`src/rtl/instruction_loader_pkg.sv`:
```
// Shared definitions for the instruction loader: widths, end-of-program marker
// and the loader state encoding.
package instruction_loader_pkg;

  localparam int DEF_PC_WIDTH = 9;
  localparam int DEF_NB_WIDTH = 32;
  localparam int DEF_NB_BYTE  = 8;

  localparam logic [DEF_NB_WIDTH-1:0] DEF_HALT_WORD = 32'hFFFF_FFFF;

  typedef enum logic [1:0] {
    LD_IDLE  = 2'd0,
    LD_RECV  = 2'd1,
    LD_WRITE = 2'd2,
    LD_DONE  = 2'd3
  } loader_state_e;

endpackage

```
`src/rtl/instruction_loader_byte_assembler.sv`:
```
// Collects big-endian bytes into one word; word_valid_o flags the byte that
// completes the word, with word_o carrying the full word in that same cycle.
module instruction_loader_byte_assembler #(
  parameter int NB_WIDTH = 32,
  parameter int NB_BYTE  = 8
) (
  input  logic                clk_i,
  input  logic                rst_ni,
  input  logic                clear_i,
  input  logic                byte_valid_i,
  input  logic [NB_BYTE-1:0]  byte_i,
  output logic [NB_WIDTH-1:0] word_o,
  output logic                word_valid_o
);

  logic [NB_WIDTH-NB_BYTE-1:0] shift_q;
  logic [1:0]                  index_q;

  assign word_o       = {shift_q, byte_i};
  assign word_valid_o = byte_valid_i && !clear_i && (index_q == 2'd3);

  // Older bytes fall off the top, so the register never needs clearing between words.
  always_ff @(posedge clk_i or negedge rst_ni) begin
    if (!rst_ni) begin
      shift_q <= '0;
      index_q <= 2'd0;
    end else if (clear_i) begin
      shift_q <= '0;
      index_q <= 2'd0;
    end else if (byte_valid_i) begin
      shift_q <= {shift_q[NB_WIDTH-2*NB_BYTE-1:0], byte_i};
      index_q <= index_q + 2'd1;
    end
  end

endmodule

```
`src/rtl/instruction_loader.sv`:
```
// Assembles the UART byte stream into instruction words and writes them to
// consecutive memory addresses until HALT or memory full.
module instruction_loader
  import instruction_loader_pkg::*;
#(
  parameter int                  PC_WIDTH  = DEF_PC_WIDTH,
  parameter int                  NB_WIDTH  = DEF_NB_WIDTH,
  parameter int                  NB_BYTE   = DEF_NB_BYTE,
  parameter logic [NB_WIDTH-1:0] HALT_WORD = DEF_HALT_WORD
) (
  input  logic                i_clk,
  input  logic                i_reset_n,
  input  logic                i_start,
  input  logic                i_abort,
  input  logic [NB_BYTE-1:0]  i_rx_data,
  input  logic                i_rx_valid,
  output logic                o_write_enable,
  output logic [PC_WIDTH-1:0] o_address,
  output logic [NB_WIDTH-1:0] o_write_data,
  output logic                o_busy,
  output logic                o_load_done,
  output logic                o_full,
  output logic [PC_WIDTH:0]   o_word_count,
  output loader_state_e       o_state
);

  localparam logic [PC_WIDTH:0]   CNT_ONE  = {{PC_WIDTH{1'b0}}, 1'b1};
  localparam logic [PC_WIDTH-1:0] ADDR_ONE = {{(PC_WIDTH-1){1'b0}}, 1'b1};
  localparam logic [PC_WIDTH-1:0] ADDR_MAX = {PC_WIDTH{1'b1}};

  loader_state_e       state_q, state_d;
  logic [PC_WIDTH-1:0] addr_q, addr_d;
  logic [PC_WIDTH:0]   count_q, count_d;
  logic                full_q, full_d;
  logic [NB_WIDTH-1:0] data_q, data_d;
  logic                we_q, busy_q, done_q;

  logic                asm_clear;
  logic                byte_accept;
  logic [NB_WIDTH-1:0] asm_word;
  logic                asm_word_valid;

  // The rx strobe has no backpressure: a byte is either accepted in the cycle
  // i_rx_valid is high (RECV, or a WRITE that continues the load) or lost.
  instruction_loader_byte_assembler #(
    .NB_WIDTH (NB_WIDTH),
    .NB_BYTE  (NB_BYTE)
  ) u_byte_assembler (
    .clk_i        (i_clk),
    .rst_ni       (i_reset_n),
    .clear_i      (asm_clear),
    .byte_valid_i (byte_accept),
    .byte_i       (i_rx_data),
    .word_o       (asm_word),
    .word_valid_o (asm_word_valid)
  );

  always_comb begin
    state_d     = state_q;
    addr_d      = addr_q;
    count_d     = count_q;
    full_d      = full_q;
    data_d      = data_q;
    asm_clear   = 1'b0;
    byte_accept = 1'b0;

    if (i_abort) begin
      state_d   = LD_IDLE;
      asm_clear = 1'b1;
    end else begin
      case (state_q)
        LD_IDLE, LD_DONE: begin
          if (i_start) begin
            state_d   = LD_RECV;
            addr_d    = '0;
            count_d   = '0;
            full_d    = 1'b0;
            asm_clear = 1'b1;
          end
        end
        LD_RECV: begin
          byte_accept = i_rx_valid;
          if (asm_word_valid) begin
            data_d  = asm_word;
            state_d = LD_WRITE;
          end
        end
        LD_WRITE: begin
          count_d = count_q + CNT_ONE;
          if (data_q == HALT_WORD) begin
            state_d = LD_DONE;
          end else if (addr_q == ADDR_MAX) begin
            state_d = LD_DONE;
            full_d  = 1'b1;
          end else begin
            // The load continues, so a byte landing in the write cycle opens the next word.
            addr_d      = addr_q + ADDR_ONE;
            state_d     = LD_RECV;
            byte_accept = i_rx_valid;
          end
        end
        default: state_d = LD_IDLE;
      endcase
    end
  end

  always_ff @(posedge i_clk or negedge i_reset_n) begin
    if (!i_reset_n) begin
      state_q <= LD_IDLE;
      addr_q  <= '0;
      count_q <= '0;
      full_q  <= 1'b0;
      data_q  <= '0;
      we_q    <= 1'b0;
      busy_q  <= 1'b0;
      done_q  <= 1'b0;
    end else begin
      state_q <= state_d;
      addr_q  <= addr_d;
      count_q <= count_d;
      full_q  <= full_d;
      data_q  <= data_d;
      we_q    <= (state_d == LD_WRITE);
      busy_q  <= (state_d == LD_RECV) || (state_d == LD_WRITE);
      done_q  <= (state_d == LD_DONE);
    end
  end

  assign o_write_enable = we_q;
  assign o_address      = addr_q;
  assign o_write_data   = data_q;
  assign o_busy         = busy_q;
  assign o_load_done    = done_q;
  assign o_full         = full_q;
  assign o_word_count   = count_q;
  assign o_state        = state_q;

endmodule

```
`config.mk`:
```
export PLATFORM = sky130hd
export DESIGN_NAME = instruction_loader
export DESIGN_NICKNAME = d
export VERILOG_FILES = /design/src/rtl/instruction_loader_pkg.sv /design/src/rtl/instruction_loader_byte_assembler.sv /design/src/rtl/instruction_loader.sv
export SDC_FILE = /design/constraint.sdc
export NUM_CORES = 1
export LEC_CHECK = 0
export ABC_AREA = 1
export CAP_MARGIN = 20
export CELL_PAD_IN_SITES_DETAIL_PLACEMENT = 1
export CELL_PAD_IN_SITES_GLOBAL_PLACEMENT = 2
export CORE_MARGIN = 5
export CORE_UTILIZATION = 30
export DETAILED_ROUTE_END_ITERATION = 8
export PLACE_DENSITY = 0.84
export SYNTH_ARGS = -nofsm -noshare
export SYNTH_HDL_FRONTEND = slang
export SYNTH_HIERARCHICAL = 1
export SYNTH_SLANG_ARGS = --single-unit
```
`constraint.sdc`:
```
create_clock -name i_clk -period 2.55 [get_ports i_clk]
set_input_delay 0.255 -clock i_clk [delete_from_list [all_inputs] [get_ports i_clk]]
set_output_delay 0.255 -clock i_clk [all_outputs]
set_load 0.05 [all_outputs]
```
==> flow_metrics.py <==
metrics = {
    "outcome": {
        "status": "completed",
    },
    "logic_synthesis": {
        "synth_flop_cell": "dfrtp_1",
        "synth.distinct_cells": 33,
        "syn-num-nets": 438,
        "synth_edf_count": 0,
        "ys_warn_count": 6,
        "postSynthCellCount": 417,
        "syn_area_mm2": 0.00409,
        "ys_seq_area_share_pct": 50.8,
        "ys_ff_latch": 83,
        "synth_area_per_cell_um2": 9.80,
        "async_flop_share_pct": 100,
    },
    "sta": {
        "post-route-period-util_pct": 92.8,
        "relSlewSlack_pct": 63.0,
        "worst_slew_pin_slew_ns": 0.553,
        "clock_skew_ns": 0.00860,
        "setup_viol": 0,
        "period_needed_ns": 2.37,
        "fin_setup_tns_ns": 0,
        "max_freq_mhz": 423,
        "finalMaxSlewViolations": 0,
        "hold_viol_final": 0,
        "whs_ns": 0.473,
        "rsz0062_at_grt": "no",
    },
    "critical_path": {
        "slowest_stage": "dfrtp_2",
        "r2r_slack_ns": 0.18,
        "cp.depth": 13,
        "critPathMaxFanout": 6,
        "rr_worst_depth": 13,
        "critPathKind": "flop to flop",
        "startpoint_type": "flop",
        "path_cells": "nand2_1 > nor2_2 > nand3_1 > nor2_1 > ha_2 > nand3b_1 > a21oi_2 > and3_4 > o31ai_2 > nand2_1 > or2_1 > ha_1 > inv_1",
        "cp.buffers_inverters": 1,
        "r2r_end": "o_busy",
        "path_delay_family": "simple AND/OR/NAND/NOR gates",
        "arrival_ns": 2.60,
        "cpPeakStageDelay_ns": 0.42,
        "cp_common_cell": "nand2_1",
        "r2r_start": "o_address[2]",
        "crit_required_ns": 2.78,
        "endpoint_kind": "flop",
    },
    "clock_tree": {
        "clock_path_buffers": 2,
        "clk_latency_ns": 0.35,
        "cts_tree": "built",
        "cts.clk_slew.worst_paths_ns": 0.06,
        "htreeDepth": 3,
        "cts-root-buf": "clkbuf_16",
        "cts_made_buffers": 9,
        "cts.sinks": 83,
    },
    "power_and_ir_drop": {
        "power.share.clock_pct": 45.8,
        "p_comb_share_pct": 6.4,
        "p_leak_nw": 2.53,
        "p_int_mw": 2.09,
        "power_frac_seq_pct": 47.9,
        "switchingPower_mw": 0.679,
        "power_density_mw_per_mm2": 523,
        "switching_share_pct": 24.5,
        "ir_worst_vdd_uv": 217,
    },
    "finish": {
        "nets": 513,
        "diodes": 0,
        "utilization_pct": 39.8,
        "syn2layout_area_growth_pct": 29.6,
        "drive_gt1_share_pct": 18.7,
    },
    "die": {
        "fp.dieH_um": 127,
        "rows": 42,
        "dieWidth_um": 127,
        "coreArea_mm2": 0.0133,
        "pin_count": 70,
        "start_util_pct": 30.7,
        "die_area_mm2": 0.0161,
    },
    "global_routing": {
        "antenna_found_initial": 0,
        "grt_max_degree": 84,
        "grt_pass1_wl_mm": 17.7,
        "grt_pass1_vias": 3421,
        "overflow": 0,
        "globalRouteTotalUtil_pct": 13.7,
    },
    "min_path": {
        "min_path_type": "flop to flop",
        "holdPathStages": 2,
        "holdPathEnd": "u_byte_assembler/shift_q[22]",
        "hp-start": "u_byte_assembler/shift_q[22]",
    },
    "detailed_routing": {
        "ant_nets": 0,
        "vias_per_cell": 4.59,
        "routedWlPerCell_um": 15.6,
        "drc": 0,
        "first_iter_violations": 153,
        "drt-total-wl_mm": 10.5,
        "drtPass1Iterations": 4,
        "vias": 3091,
    },
    "flow_run": {
        "max_cap_viol_count": 0,
    },
    "place": {
        "gp_congestion": 0.798,
        "hpwl_mm": 7.15,
        "port_buffers": 69,
    },
}
## cell usage after synthesis, types with 2 or more instances
master,number,area share (%)
a21oi_1,5,0.61
and3_1,2,0.31
buf_2,4,0.49
buf_4,9,1.7
buf_6,6,1.7
dfrtp_1,83,51
ha_1,8,2.5
inv_1,22,2.0
inv_2,6,0.55
mux2_2,2,0.55
mux2_4,30,11
nand2_1,127,12
nand3_1,41,5.0
nand3_4,4,1.7
nand4_1,9,1.4
nor2_1,28,2.6
nor2_4,3,0.83
nor3_1,6,0.74
o21ai_0,2,0.25
o21ai_1,4,0.49
xor2_1,4,0.86
## area by class of cell
type,instances,area (µm²)
multi-input cells,286,1770
clock buffers,11,253
flip-flops and latches,83,2090
clock inverters,5,36.3
well taps,176,220
fillers,1523,8000
repair buffers,84,828
inverters,28,105
## metrics by stage
stage / area [µm²] / total power [mW] / setup slack, ns / cells
3_5_place_dp: 4940 / 1.53 / 0.115 / 650
6_report: 5290 / 2.77 / 0.183 / 673
2_1_floorplan: 4110 / 1.45 / 0.0326 / 417
5_1_grt: 5290 / 2.89 / 0.00186 / 673
4_1_cts: 5240 / 2.81 / 0.0448 / 667
3_3_place_gp: 4940 / 1.52 / 0.200 / 650
## timing repair
action | 4_1_cts | 5_1_grt
gates resized for setup | 0 | 2
hold buffers | 1 | 0
setup buffers | 0 | 6
endpoints found under the hold margin | 83 | 0
endpoints found under the setup margin | 0 | 1
## power groups by stage
| stage | logic, mW | registers [mW] | clock network [mW] |
|---|---|---|---|
| 4_1_cts | 0.180 | 1.33 | 1.30 |
| 3_5_place_dp | 0.177 | 1.35 | 0 |
| 2_1_floorplan | 0.0903 | 1.36 | 0 |
| 3_3_place_gp | 0.173 | 1.35 | 0 |
| 5_1_grt | 0.196 | 1.33 | 1.37 |
| 6_report | 0.176 | 1.33 | 1.27 |
## cells by family after synthesis
group / share of synthesized area (%)
muxes: 11.6
xor gates and xnor gates: 1.07
AOI/OAI and AO/OA: 2.08
adders and majority gates: 2.45
and+or+nand+nor: 25.3
DFF: 50.8
buffers and inverters: 6.71
## worst max-delay path by stage
stage                     endpoint          from  slack [ns]
after global routing        o_busy  o_address[2]       0.002
after CTS                   o_busy  o_address[2]        0.04
after detailed placement    o_busy  o_address[2]        0.11
after global placement      o_busy  o_address[2]        0.20
final                       o_busy  o_address[2]        0.18
after floorplan             o_busy  o_address[0]        0.03
## tightest hold or removal path, cell delays in order (launching register included)
cell and delay, ns:
dfrtp_1 0.35, nand2_1 0.05, nand2_1 0.04
## flip-flops by register name (all words and copies together), names as in the netlist
name / count
o_load_done: 1
u_byte_assembler/index_q: 2
o_address: 9
o_write_enable: 1
o_write_data: 32
o_busy: 1
o_full: 1
o_state: 2
o_word_count: 10
u_byte_assembler/shift_q: 24
## placed cells by master (no fill, tap or decap), drive strengths merged
cell type        n
clkbuf          11
a21oi            5
o21ai            6
dfrtp           83
buf             15
nor2            32
clkdlybuf4s50   68
nand2          128
inv             29
or2              2
clkinv           4
dlygate4sd3      1
xor2             4
nand3           45
a21o             1
o21bai           1
a21boi           1
nor3             7
o31ai            1
nand3b           1
xnor2            1
nand4            9
ha               8
mux2            32
and3             2
## layer usage
layer | track usage (%) | up-vias | part of all wire (%)
met1 | 17.7 | 1521 | 45
met5 | 0 | - | 0
li1 | - | 1503 | -
met3 | 4.04 | 7 | 4.3
met4 | 3.79 | 0 | 1.0
met2 | 22.5 | 60 | 50
Power figures use the tool's default switching activity.
